--- src/rtl/display_scan_if.sv ---
// display_scan_if: enable, segment patterns in and display drive out for display_scan_ctrl
interface display_scan_if;
   logic       en;
   logic [6:0] units_seg;
   logic [6:0] decades_seg;
   logic [6:0] seg_out;
   logic [1:0] anode;
   logic       digit_sel;
   logic       frame_start;
   modport master (output en, units_seg, decades_seg, input seg_out, anode, digit_sel, frame_start);
   modport slave (input en, units_seg, decades_seg, output seg_out, anode, digit_sel, frame_start);
endinterface

--- src/rtl/display_scan_ctrl.sv ---
// display_scan_ctrl: 2-digit common-anode 7-segment scanner with blanking and frame-coherent latching (option: LEADING_ZERO_BLANK_EN)
module display_scan_ctrl #(
   parameter int REFRESH_DIV  = 27000,
   parameter int BLANK_CYCLES = 270
) (
   input logic           clk,
   input logic           rst,
   display_scan_if.slave bus
);
   localparam int MAXC = REFRESH_DIV > BLANK_CYCLES ? REFRESH_DIV : BLANK_CYCLES;
   localparam int CW = MAXC > 1 ? $clog2(MAXC) : 1;
   localparam logic [CW-1:0] SHOW_END = CW'(REFRESH_DIV - 1);
   localparam logic [CW-1:0] BLANK_END = CW'(BLANK_CYCLES > 0 ? BLANK_CYCLES - 1 : 0);
`ifdef LEADING_ZERO_BLANK_EN
   localparam bit LZ = 1'b1;
`else
   localparam bit LZ = 1'b0;
`endif
   typedef enum logic [1:0] {S_SHOW_U = 2'd0, S_BLANK_U = 2'd1, S_SHOW_D = 2'd2, S_BLANK_D = 2'd3} state_t;
   state_t        state, nxt;
   logic [CW-1:0] cnt;
   logic [6:0]    units_lat, decades_lat, units_n, decades_n, seg_n;
   logic [1:0]    anode_n;
   logic          entry, dark_d, show_last, blank_last;
   assign show_last  = cnt == SHOW_END;
   assign blank_last = BLANK_CYCLES == 0 || cnt == BLANK_END;
   // state and dwell counter; counter restarts on every state change and while disabled
   always_ff @(posedge clk or posedge rst) begin
      if (rst) begin
         state <= S_BLANK_D;
         cnt   <= '0;
      end else begin
         state <= nxt;
         cnt   <= (nxt != state || !bus.en) ? '0 : cnt + 1'b1;
      end
   end
   // scan order U, blank, D, blank; blank states are bypassed when BLANK_CYCLES is 0
   always_comb begin
      nxt = S_BLANK_D;
      if (bus.en)
         case (state)
            S_SHOW_U:  nxt = show_last ? (BLANK_CYCLES == 0 ? S_SHOW_D : S_BLANK_U) : S_SHOW_U;
            S_BLANK_U: nxt = blank_last ? S_SHOW_D : S_BLANK_U;
            S_SHOW_D:  nxt = show_last ? (BLANK_CYCLES == 0 ? S_SHOW_U : S_BLANK_D) : S_SHOW_D;
            default:   nxt = blank_last ? S_SHOW_U : S_BLANK_D;
         endcase
   end
   // outputs for the state being entered, so they land on the same edge as the state
   always_comb begin
      entry     = nxt == S_SHOW_U && state != S_SHOW_U;
      units_n   = entry ? bus.units_seg : units_lat;
      decades_n = entry ? bus.decades_seg : decades_lat;
      dark_d    = LZ && decades_n == 7'b0111111;
      anode_n   = nxt == S_SHOW_U ? 2'b10 : (nxt == S_SHOW_D && !dark_d) ? 2'b01 : 2'b11;
      seg_n     = anode_n == 2'b10 ? ~units_n : anode_n == 2'b01 ? ~decades_n : 7'h7F;
   end
   // both digits are captured together at frame start so a frame never mixes old and new values
   always_ff @(posedge clk or posedge rst) begin
      if (rst) begin
         units_lat       <= '0;
         decades_lat     <= '0;
         bus.seg_out     <= 7'h7F;
         bus.anode       <= 2'b11;
         bus.digit_sel   <= 1'b0;
         bus.frame_start <= 1'b0;
      end else begin
         units_lat       <= units_n;
         decades_lat     <= decades_n;
         bus.seg_out     <= seg_n;
         bus.anode       <= anode_n;
         bus.digit_sel   <= nxt[1];
         bus.frame_start <= entry;
      end
   end
endmodule

--- src/flat_wrapper.sv ---
// flat-port wrapper written by rule: the top's interface ports become plain ports
module display_scan_ctrl_flat 
#(
   parameter int REFRESH_DIV  = 27000,
   parameter int BLANK_CYCLES = 270
)
  (clk, rst, bus_en, bus_units_seg, bus_decades_seg, bus_seg_out, bus_anode, bus_digit_sel, bus_frame_start);
  display_scan_if bus_i ();
  input logic clk;
  input logic rst;
  input wire logic [$bits(bus_i.en)-1:0] bus_en;
  input wire logic [$bits(bus_i.units_seg)-1:0] bus_units_seg;
  input wire logic [$bits(bus_i.decades_seg)-1:0] bus_decades_seg;
  output wire logic [$bits(bus_i.seg_out)-1:0] bus_seg_out;
  output wire logic [$bits(bus_i.anode)-1:0] bus_anode;
  output wire logic [$bits(bus_i.digit_sel)-1:0] bus_digit_sel;
  output wire logic [$bits(bus_i.frame_start)-1:0] bus_frame_start;
  assign bus_i.en = bus_en;
  assign bus_i.units_seg = bus_units_seg;
  assign bus_i.decades_seg = bus_decades_seg;
  assign bus_seg_out = bus_i.seg_out;
  assign bus_anode = bus_i.anode;
  assign bus_digit_sel = bus_i.digit_sel;
  assign bus_frame_start = bus_i.frame_start;
  display_scan_ctrl #(.REFRESH_DIV(REFRESH_DIV), .BLANK_CYCLES(BLANK_CYCLES)) u_core (.clk(clk), .rst(rst), .bus(bus_i));
endmodule
--- config.mk ---
export PLATFORM = sky130hd
export DESIGN_NAME = display_scan_ctrl_flat
export DESIGN_NICKNAME = d
export VERILOG_FILES = /design/src/rtl/display_scan_if.sv /design/src/rtl/display_scan_ctrl.sv /design/src/flat_wrapper.sv
export SDC_FILE = /design/constraint.sdc
export NUM_CORES = 1
export LEC_CHECK = 0
export BUFFER_PORTS_ARGS = -buffer_cell sky130_fd_sc_hd__clkbuf_2
export CORE_UTILIZATION = 50
export DETAILED_ROUTE_END_ITERATION = 8
export GPL_ROUTABILITY_DRIVEN = 0
export GPL_TIMING_DRIVEN = 1
export HOLD_SLACK_MARGIN = 0.12
export PLACE_DENSITY = 0.79
export SLEW_MARGIN = 20
export SYNTH_ARGS = -nofsm -noshare
export SYNTH_HDL_FRONTEND = slang
export SYNTH_SLANG_ARGS = --single-unit
--- constraint.sdc ---
create_clock -name clk -period 2.41 [get_ports clk]
set_clock_uncertainty 0.15 [all_clocks]
set_input_delay 0.3615 -clock clk [delete_from_list [all_inputs] [get_ports clk]]
set_output_delay 0.3615 -clock clk [all_outputs]
set_load 0.05 [all_outputs]
After elaboration in Yosys (flattened, before gate mapping). Index checks and enable logic that the tools add are counted.

Memory bits (writable): 0. Logic and storage cells: 38. Memories kept: 0. ROM bits: 0. Latch bits: 0. Output and inout bits: 11. Register bits: 42. Bits of input ports: 17.

Order comparisons: 0. Multipliers: 0. Equal/unequal tests: 8. Shift-type cells: 0. Reductions and logical operators: 6. Div/mod/pow operators: 0. $add $sub $neg: 1. Bitwise logic cells: 2. Muxes and demuxes: 13.

Operators by type and width (count): $mux 7 (4); $add 15x1->15 const B (1); $eq 15x15->1 const B (1); $eq 15x9->1 const B (1); $mux 15 (1); $not 7->7 (2); $mux 2 (5); $eq 2x2->1 const B (3); $pmux 2 s3 (1); $eq 2x1->1 const B (2); $logic_not 2->1 (2); $mux 1 (2); $ne 2x2->1 (1); $reduce_bool 2->1 (1); $logic_and 1x1->1 (1); $logic_not 1->1 (1); $logic_or 1x1->1 (1).

Longest topological paths before layout. Gate-level depths: netlist of the first run.

Depth in word-level cells: 10. Gate-level depth with buffers: 9. Gate-level depth less buffers: 7.

Least setup slack after synthesis of the first run. Ideal clock, no wire load.

Path kind: register -> register. Start: register u_core.cnt[5]. End: register u_core.units_lat[4]. Setup slack: 0.118 ns. Data required time: 2.133 ns. Cell stages (with the launch flop): 8. Arrival: 2.015 ns. Clock period less this slack: 2.292 ns. Buffers on the path: 2. Cells stage by stage: dfrtp_1 > or4_1 > nor4_2 > and2_1 > and3_1 > buf_4 > buf_6 > mux2_1.

Word-level cells in the longest chain between the ends: 7.

RTL lines: from (decl) (line display_scan_ctrl.sv:21) `logic [CW-1:0] cnt;`; from (signal assigned) (line display_scan_ctrl.sv:34) `cnt <= (nxt != state || !bus.en) ? '0 : cnt + 1'b1;`; $eq 15x9->1 or $eq 15x15->1 (tied branches) (line display_scan_ctrl.sv:26, display_scan_ctrl.sv:25); $mux 2, or another cell as far along (line display_scan_ctrl.sv:45) `default: nxt = blank_last ? S_SHOW_U : S_BLANK_D;`; $pmux 2 s3 * (line display_scan_ctrl.sv:41) `case (state)`; $mux 2 * (line display_scan_ctrl.sv:40) `if (bus.en)`; $logic_not 2->1 * (line display_scan_ctrl.sv:50) `entry = nxt == S_SHOW_U && state != S_SHOW_U;`; $logic_and 1x1->1 * (line display_scan_ctrl.sv:50); net u_core.entry (line display_scan_ctrl.sv:24) `logic entry, dark_d, show_last, blank_last;`; $mux 7 * (line display_scan_ctrl.sv:51) `units_n = entry ? bus.units_seg : units_lat;`; net u_core.units_n[4] (line display_scan_ctrl.sv:22) `logic [6:0] units_lat, decades_lat, units_n, decades_n, seg_n;`; to (signal assigned) (line display_scan_ctrl.sv:67) `units_lat <= units_n;`; to (decl) (line display_scan_ctrl.sv:22).

The timed path passes the listed nets; every way through them passes the cells marked *.

Final worst setup path of the first run.
Start: register u_core.cnt[5]. End: register u_core.units_lat[0].

Word-level cells in the longest chain between the ends: 7.

RTL lines (line): $eq 15x9->1 or $eq 15x15->1 (tied branches) (display_scan_ctrl.sv:26, display_scan_ctrl.sv:25); $mux 2, or another cell as far along (display_scan_ctrl.sv:45); $pmux 2 s3 * (display_scan_ctrl.sv:41); $mux 2 * (display_scan_ctrl.sv:40); $logic_not 2->1 * (display_scan_ctrl.sv:50); $logic_and 1x1->1 * (display_scan_ctrl.sv:50); $mux 7 * (display_scan_ctrl.sv:51); net u_core.units_n[0] (display_scan_ctrl.sv:22).

Marks and branches as above.

==> results of run 1 <==
==> worst reg2reg max path, cell delays in order, from the launching register on <==
cell,delay (ns)
dfrtp_1,0.42
or4_4,0.55
nor4_4,0.29
and2_4,0.21
and3_4,0.24
clkbuf_16,0.18
mux2_4,0.31
==> worst paths after layout <==
kind | start | end | slack [ns] | cells after the start
max | u_core.cnt[5]$_DFF_PP0_ | u_core.units_lat[0]$_DFF_PP0_ | -0.05 | 6
min | u_core.units_lat[4]$_DFF_PP0_ | u_core.bus.seg_out[4]$_DFF_PP1_ | 0.29 | 1
max reg2reg | u_core.cnt[5]$_DFF_PP0_ | u_core.units_lat[0]$_DFF_PP0_ | -0.05 | 6
min reg2reg | u_core.units_lat[4]$_DFF_PP0_ | u_core.bus.seg_out[4]$_DFF_PP1_ | 0.29 | 1
max in group asynchronous | rst | u_core.state[1]$_DFF_PP1_ | 1.24 | 4
min in group asynchronous | rst | u_core.decades_lat[1]$_DFF_PP0_ | 0.51 | 4
==> through the flow <==
| step | worst slack (ns) | hold WS, ns | utilization (%) | cell area (um^2) |
|---|---|---|---|---|
| 6_report | -0.04836 | 0.2852 | 69.34 | 2369 |
| 5_1_grt | -0.07203 | 0.3073 | 69.34 | 2369 |
| 4_1_cts | 0.01962 | 0.2856 | 66.37 | 2267 |
| 3_5_place_dp | 0.02857 | 0.2656 | 60.07 | 2052 |
| 3_3_place_gp | 0.1241 | 0.2528 | 60.07 | 2052 |
| 2_1_floorplan | 0.1180 | 0.2377 | - | 1834 |
==> layer usage <==
metal	wire length [um]	vias to the layer above	track usage, %
met4	104	0	13.66
met5	0	-	0
li1	-	624	-
met1	1670	695	23.39
met2	2081	38	34.92
met3	138	11	3.832
==> placed cells by master (no fill, tap or decap), types with 2 or more instances in the layout <==
cell type,synthesis,routed
nand2_1,9,9
nand4_1,3,3
buf_4,1,10
dfrtp_1,31,31
clkbuf_2,0,27
and3_1,6,5
mux2_2,3,3
ha_1,2,2
xnor2_1,8,8
inv_1,5,5
mux2_4,10,11
clkbuf_4,0,5
nor2_1,20,20
clkbuf_16,0,2
nand3_1,6,6
xor2_1,5,5
dlygate4sd3_1,0,16
dfstp_2,11,11
a222oi_1,7,7
==> cell families (layout without fill, tap and decap cells) <==
family | count (synthesis) | count (layout)
and+or+nand+nor | 51 | 51
xor gates and xnor gates | 13 | 13
buffers and inverters | 10 | 69
AOI/OAI and AO/OA | 12 | 12
DFF | 42 | 42
muxes | 15 | 15
adders and majority gates | 2 | 2
==> registers in the layout, summed over array words and instances (netlist names) <==
| name | flops |
|---|---|
| u_core.cnt | 15 |
| u_core.bus.seg_out | 7 |
| u_core.decades_lat | 7 |
| u_core.units_lat | 7 |
| u_core.bus.anode | 2 |
| u_core.state | 2 |
| u_core.bus.digit_sel | 1 |
| u_core.bus.frame_start | 1 |
==> timing repair <==
item,in CTS,in global routing
setup buffers,0,3
hold endpoints to repair,56,0
setup endpoints to repair,0,16
gates resized for setup,0,7
hold buffers,16,0
==> report_power, final <==
part           internal, mW  switching [mW]  total (mW)
Combinational        0.0337          0.0321      0.0658
Clock                 0.115           0.221       0.336
Sequential            0.710         0.00552       0.715
==> cell type report <==
| class | count | area, um^2 |
|---|---|---|
| inverter | 5 | 18.77 |
| tap | 46 | 57.56 |
| sequential | 42 | 1065 |
| fill | 242 | 1047 |
| timing repair buffer | 56 | 440.4 |
| clock inverter | 2 | 13.76 |
| multi-input combinational | 93 | 732.0 |
| clock buffer | 6 | 41.29 |
==> results.json, run 1 <==
{
  "tritoncts": "built",
  "setup_viol": 13,
  "finalCritPeriodShare_pct": 102.0,
  "relSlewSlack_pct": 67.08,
  "synth-seq-cells": 42,
  "synth_ff_type": "dfrtp_1",
  "status": "finished with violations",
  "drtPass1Iterations": 5,
  "nNetsFinal": 222,
  "synth-compound-area-share_pct": 5.662,
  "cp-end-kind": "flip-flop",
  "max_slew.worst_pin.slew_ns": 0.4939,
  "diodes": 0,
  "path_buf_inv": 1,
  "slowest_delay_ns": 0.55,
  "cts.sinks": 42,
  "grt_pass1_vias": 1397,
  "die_area_um2": 3915,
  "routed_wl_um": 3994,
  "syn2layout_area_growth_pct": 29.13,
  "viasPerCell": 5.472,
  "synth-xor-area-share_pct": 6.207,
  "fin_ws_ns": -0.04836,
  "synthAdderAreaFrac_pct": 1.364,
  "cts_buffer_depth": 2,
  "crit_chain": "or4_4, nor4_4, and2_4, and3_4, clkbuf_16, mux2_4",
  "synth_most_common_cell": "dfrtp_1",
  "syn_area_um2": 1834,
  "globalRoute.totalOverflow": 0,
  "grt_pass1_wl_um": 6092,
  "hold_class": "flip-flop to flip-flop",
  "ys_warn_count": 0,
  "htree_levels": 2,
  "rows": 21,
  "ant_nets": 0,
  "core_area_um2": 3416,
  "crit_type": "flip-flop to flip-flop",
  "synth_area_leader_cell": "dfrtp_1",
  "max-cap-violations": 0,
  "wl_per_cell_um": 15.98,
  "drtIter0Drc": 93,
  "yosys.area_share.simple_pct": 13.85,
  "dp_cells": 221,
  "path_delay_family": "simple AND/OR/NAND/NOR gates",
  "fp.dieH_um": 62.57,
  "p_total_mw": 1.117,
  "root_buffer": "clkbuf_4",
  "synth_commonest_cells": "31 x dfrtp_1, 20 x nor2_1, 11 x dfstp_2",
  "grtUsageTotal_pct": 20.51,
  "die_x_um": 62.57,
  "cp.required_ns": 2.50,
  "final.setup.tns_ns": -0.2985,
  "critPathArrivalTime_ns": 2.55,
  "drv_slew": 0,
  "avgSynthCellArea_um2": 12.65,
  "yosysTopAreaCellShare_pct": 42.29,
  "initial_utilization_pct": 53.70,
  "grt_max_degree": 43,
  "synth_edf_count": 0,
  "cp_max_fo": 11,
  "fin_crit_ns": 2.458,
  "violations": "negative setup slack",
  "hpwl_um": 2451,
  "crit_slowest_cell": "or4_4",
  "ir_worst_vdd_mv": 0.3512,
  "insertion_delay_ns": 0.35,
  "cts_made_buffers": 5,
  "start_kind": "flip-flop",
  "ys_seq_area_share_pct": 58.05,
  "drive_gt1_share_pct": 38.24,
  "synth_top_family_by_area": "simple AND/OR/NAND/NOR gates",
  "antenna_found_initial": 0,
  "power.leakage_nw": 1.091,
  "drc": 0,
  "powerDensity_nw_per_um2": 471.4,
  "vias": 1368,
  "synth_cell_types": 31,
  "finalHoldViolCount": 0,
  "yosys-top-cells-area": "dfrtp_1 42%, dfstp_2 16%, mux2_4 8.2%",
  "fin_cells": 250,
  "ios": 28,
  "muxShareOfSynthArea_pct": 11.26,
  "postSynthCellCount": 145,
  "path_clk_slew_ns": 0.12,
  "synthArstFlopShare_pct": 100.0,
  "fmax_mhz": 406.8,
  "io_buffers": 27,
  "rsz0062_at_grt": "yes",
  "syn_nets": 164
}
Power figures use the tool's default switching activity.
==> run 2: changes to the inputs <==
--- a/config.mk
+++ b/config.mk
@@ -6,12 +6,12 @@
 export NUM_CORES = 1
 export LEC_CHECK = 0
 export BUFFER_PORTS_ARGS = -buffer_cell sky130_fd_sc_hd__clkbuf_2
-export CORE_UTILIZATION = 50
+export CORE_UTILIZATION = 55
 export DETAILED_ROUTE_END_ITERATION = 8
 export GPL_ROUTABILITY_DRIVEN = 0
 export GPL_TIMING_DRIVEN = 1
 export HOLD_SLACK_MARGIN = 0.12
-export PLACE_DENSITY = 0.79
+export PLACE_DENSITY = 0.83
 export SLEW_MARGIN = 20
 export SYNTH_ARGS = -nofsm -noshare
 export SYNTH_HDL_FRONTEND = slang
==> constraint.sdc (replaced) <==
create_clock -name clk -period 2.74 [get_ports clk]
set_clock_uncertainty 0.15 [all_clocks]
set_input_delay 0.411 -clock clk [delete_from_list [all_inputs] [get_ports clk]]
set_output_delay 0.411 -clock clk [all_outputs]
set_load 0.05 [all_outputs]
==> results.json, run 2 (synthesis gave the netlist of run 1 again) <==
{
  "whs_ns": 0.1355,
  "fp.dieH_um": 59.75,
  "hold_path_depth": 2,
  "viasPerCell": 5.408,
  "insertion_delay_ns": 0.35,
  "power.leakage_nw": 1.006,
  "io_buffers": 27,
  "max-cap-violations": 0,
  "final_cell_mix": "31 x dfrtp_1, 27 x clkbuf_2, 20 x nor2_1",
  "cp_max_fo": 22,
  "syn2layout_area_growth_pct": 18.49,
  "hpwl_um": 2225,
  "routed_wl_um": 3226,
  "fin_cells": 233,
  "max_slew.worst_pin.slew_ns": 1.106,
  "crit_cells": 6,
  "grtUsageMet1_pct": 27.51,
  "critPathArrivalTime_ns": 2.58,
  "drc": 0,
  "busiest_layer": "met2",
  "r2r-start": "u_core.cnt[5]$_DFF_PP0_",
  "final.setup.tns_ns": 0,
  "final_common_cell": "dfrtp_1",
  "met3_usage_pct": 6.494,
  "cp.required_ns": 2.82,
  "gr-usage-met2_pct": 31.90,
  "cts_buffer_depth": 2,
  "fin_crit_ns": 2.501,
  "powerDensity_nw_per_um2": 459.8,
  "cts_made_buffers": 5,
  "nNetsFinal": 207,
  "fillCellCount": 242,
  "drive_gt1_share_pct": 33.86,
  "drtIter0Drc": 116,
  "reg2reg_depth": 6,
  "p_total_uw": 999.4,
  "relSlewSlack_pct": 25.95,
  "grt_pass1_wl_um": 5492,
  "path_clk_slew_ns": 0.12,
  "final_area_um2": 2173,
  "drv_slew": 0,
  "min_from": "bus_decades_seg[6]",
  "status": "finished, final reports clean",
  "diodes": 0,
  "cts_hold_buf": 9,
  "globalRoute.totalOverflow": 0,
  "grt_max_degree": 43,
  "fin_ws_ns": 0.2393,
  "rsz0062_at_grt": "no",
  "wl_per_cell_um": 13.85,
  "cts_setup_buffers": 0,
  "start_kind": "flip-flop",
  "tritoncts": "built",
  "finalCritPeriodShare_pct": 91.27,
  "die_x_um": 59.75,
  "slowest_delay_ns": 0.54,
  "initial_utilization_pct": 59.11,
  "dp_cells": 214,
  "largest-register": "u_core.cnt",
  "htree_levels": 2,
  "root_buffer": "clkbuf_4",
  "core_area_um2": 3103,
  "crit_slowest_cell": "or4_1",
  "ant_nets": 0,
  "finalHoldViolCount": 0,
  "crit_chain": "or4_1, nor4_2, and2_1, and3_1, buf_4, mux2_2",
  "r2r_end": "u_core.units_lat[6]$_DFF_PP0_",
  "grt_pass1_vias": 1258,
  "placed_area_um2": 1999,
  "largest_reg_flops": 15,
  "holdPathEnd": "u_core.decades_lat[6]$_DFF_PP0_",
  "antenna_found_initial": 0,
  "cts_resized": 0,
  "grtUsageTotal_pct": 20.98,
  "setup_viol": 0,
  "crit_type": "flip-flop to flip-flop",
  "vias": 1260,
  "rows": 20,
  "dp_slack_ns": 0.2536,
  "ios": 28,
  "path_delay_family": "simple AND/OR/NAND/NOR gates",
  "hold_class": "input pin to flip-flop",
  "cp-end-kind": "flip-flop",
  "drtPass1Iterations": 4,
  "fmax_mhz": 399.9,
  "path_buf_inv": 1,
  "r2r_slack_ns": 0.24,
  "cts.sinks": 42,
  "die_area_um2": 3570,
  "fin_util_pct": 70.04,
  "ir_worst_vdd_mv": 0.2607
}
[run 2: cell types whose count changed in the layout (fill, tap and decap cells not counted), sizes merged]
| cell | previous run | this run |
|---|---|---|
| clkbuf | 35 | 33 |
| clkinvlp | 0 | 1 |
| dlygate4sd3 | 16 | 11 |
| buf | 11 | 3 |
| clkinv | 2 | 1 |
[run 2: report_power, final]
group / switching [mW] / internal, mW
clock network: 0.196 / 0.123
logic: 0.0267 / 0.0241
registers: 0.00486 / 0.624
[run 2: worst max path at each step]
stage | to | slack, ns | startpoint
after floorplan | u_core.units_lat[4]$_DFF_PP0_ | 0.45 | u_core.cnt[5]$_DFF_PP0_
after global placement | u_core.units_lat[6]$_DFF_PP0_ | 0.31 | u_core.cnt[5]$_DFF_PP0_
after detailed placement | u_core.decades_lat[6]$_DFF_PP0_ | 0.25 | u_core.cnt[5]$_DFF_PP0_
after CTS | u_core.units_lat[6]$_DFF_PP0_ | 0.23 | u_core.cnt[5]$_DFF_PP0_
after global routing | u_core.units_lat[6]$_DFF_PP0_ | 0.08 | u_core.cnt[5]$_DFF_PP0_
final | u_core.units_lat[6]$_DFF_PP0_ | 0.24 | u_core.cnt[5]$_DFF_PP0_
[run 2: layout make-up]
type	instances	area, um^2	share of cell area (%)
Sequential cell	42	1065	48.99
Clock buffer	6	51.30	2.360
Multi-Input combinational cell	93	703.2	32.35
Timing Repair Buffer	41	267.8	12.32
Tap cell	44	55.05	2.533
Inverter	5	18.77	0.8636
Clock inverter	2	12.51	0.5757
[run 2: worst register-to-register path, delay by kind of cell (launching register included)]
| family | cells | cell delay, ns |
|---|---|---|
| buffers and inverters | 1 | 0.29 |
| DFF | 1 | 0.44 |
| muxes | 1 | 0.37 |
| and+or+nand+nor | 4 | 1.14 |
[run 2: routing by layer]
layer,up-vias,part of all wire [%]
met5,-,0
met4,0,3.0
met3,14,4.9
met2,36,48
met1,613,44
li1,597,-
==> run 3: changes to the inputs <==
--- a/config.mk
+++ b/config.mk
@@ -11,7 +11,7 @@
 export GPL_ROUTABILITY_DRIVEN = 0
 export GPL_TIMING_DRIVEN = 1
 export HOLD_SLACK_MARGIN = 0.12
-export PLACE_DENSITY = 0.83
+export PLACE_DENSITY = 0.87
 export SLEW_MARGIN = 20
 export SYNTH_ARGS = -nofsm -noshare
 export SYNTH_HDL_FRONTEND = slang
==> results.json, run 3 (synthesis gave the netlist of run 1 again) <==
{
  "fillCellCount": 224,
  "dp_cells": 214,
  "die_x_um": 59.75,
  "globalRoute.totalOverflow": 0,
  "fp.dieH_um": 59.75,
  "drc": 0,
  "largest_reg_flops": 15,
  "cts.sinks": 42,
  "antenna_found_initial": 0,
  "cts_buffer_depth": 2,
  "fmax_mhz": 409.0,
  "path_delay_family": "simple AND/OR/NAND/NOR gates",
  "r2r_slack_ns": 0.30,
  "cp-end-kind": "flip-flop",
  "slowest_delay_ns": 0.55,
  "root_buffer": "clkbuf_4",
  "placed_area_um2": 2012,
  "hold_class": "input pin to flip-flop",
  "rsz0062_at_grt": "no",
  "power.leakage_nw": 1.028,
  "final_area_um2": 2225,
  "crit_slowest_cell": "or4_1",
  "ios": 28,
  "r2r_end": "u_core.units_lat[4]$_DFF_PP0_",
  "endpoint": "u_core.units_lat[4]$_DFF_PP0_",
  "syn2layout_area_growth_pct": 21.28,
  "crit_type": "flip-flop to flip-flop",
  "nNetsFinal": 212,
  "max_slew.worst_pin.slew_ns": 0.5726,
  "cts_made_buffers": 5,
  "path_clk_slew_ns": 0.14,
  "relSlewSlack_pct": 61.51,
  "vias": 1345,
  "whs_ns": 0.1333,
  "diodes": 0,
  "tritoncts": "built",
  "rows": 20,
  "finalHoldViolCount": 0,
  "cts_resized": 0,
  "grt_max_degree": 43,
  "finalCritPeriodShare_pct": 89.23,
  "fin_util_pct": 71.69,
  "viasPerCell": 5.651,
  "startpoint": "u_core.cnt[5]$_DFF_PP0_",
  "dp_slack_ns": 0.3044,
  "critPathArrivalTime_ns": 2.56,
  "final.setup.tns_ns": 0,
  "drtIter0Drc": 71,
  "grtUsageTotal_pct": 23.95,
  "io_buffers": 27,
  "die_area_um2": 3570,
  "htree_levels": 2,
  "core_area_um2": 3103,
  "fin_cells": 238,
  "largest-register": "u_core.cnt",
  "fin_crit_ns": 2.445,
  "powerDensity_nw_per_um2": 444.9,
  "grt_pass1_vias": 1339,
  "setup_viol": 0,
  "crit_chain": "or4_1, nor4_2, and2_1, and3_1, buf_12, mux2_1",
  "initial_utilization_pct": 59.11,
  "ant_nets": 0,
  "fin_ws_ns": 0.2950,
  "cp.required_ns": 2.86,
  "cts_hold_buf": 15,
  "drive_gt1_share_pct": 32.99,
  "path_buf_inv": 1,
  "insertion_delay_ns": 0.37,
  "reg2reg_depth": 6,
  "start_kind": "flip-flop",
  "r2r-start": "u_core.cnt[5]$_DFF_PP0_",
  "crit_cells": 6,
  "status": "finished, final reports clean",
  "wl_per_cell_um": 15.73,
  "routed_wl_um": 3744,
  "ir_worst_vdd_mv": 0.2727,
  "p_total_uw": 989.6,
  "drv_slew": 0,
  "hpwl_um": 2375,
  "drtPass1Iterations": 9,
  "final_cell_mix": "31 x dfrtp_1, 27 x clkbuf_2, 20 x nor2_1",
  "hold_path_depth": 2,
  "cts_setup_buffers": 0,
  "max-cap-violations": 0,
  "grt_pass1_wl_um": 5989,
  "cp_max_fo": 22,
  "final_common_cell": "dfrtp_1"
}
==> run 3: cell count changes in the layout (fill, tap and decap cells not counted) <==
cell | previous run | this run
dlygate4sd3_1 | 11 | 15
buf_12 | 0 | 1
buf_4 | 3 | 2
clkbuf_1 | 0 | 1
clkbuf_4 | 5 | 6
clkbuf_8 | 1 | 0
clkinv_4 | 0 | 1
clkinvlp_4 | 1 | 0
==> run 3: area by class of cell <==
cell class              instances  area (um^2)  share of cell area, %
flip-flops and latches         42         1065                  47.86
multi-input cells              93        703.2                  31.61
repair buffers                 46        327.8                  14.74
well taps                      44        55.05                  2.475
clock buffers                   6        41.29                  1.856
inverters                       5        18.77                 0.8436
clock inverters                 2        13.76                 0.6187
==> run 3: how the worst min path moves through the flow <==
| stage | startpoint | end | slack (ns) |
|---|---|---|---|
| finish | bus_decades_seg[5] | u_core.decades_lat[5]$_DFF_PP0_ | 0.13 |
| global route | bus_decades_seg[5] | u_core.decades_lat[5]$_DFF_PP0_ | 0.13 |
| CTS | bus_decades_seg[5] | u_core.decades_lat[5]$_DFF_PP0_ | 0.13 |
| detailed placement | u_core.units_lat[5]$_DFF_PP0_ | u_core.bus.seg_out[5]$_DFF_PP1_ | 0.25 |
| global placement | u_core.units_lat[5]$_DFF_PP0_ | u_core.bus.seg_out[5]$_DFF_PP1_ | 0.25 |
| floorplan | u_core.units_lat[4]$_DFF_PP0_ | u_core.bus.seg_out[4]$_DFF_PP1_ | 0.24 |
==> run 3: report_power, final <==
part / total (mW) / switching [mW] / internal (mW)
Clock: 0.303 / 0.202 / 0.101
Combinational: 0.0576 / 0.0289 / 0.0288
Sequential: 0.629 / 0.00503 / 0.624
Total: 0.990 / 0.236 / 0.754
==> run 3: metal layers <==
metal  routed length (um)  GRT usage, %  share of wire, %
met5                    0             0                 0
met4                  114         13.95               3.0
met3                  191         6.494               5.1
met2                 1938         38.57                52
met1                 1499         28.84                40
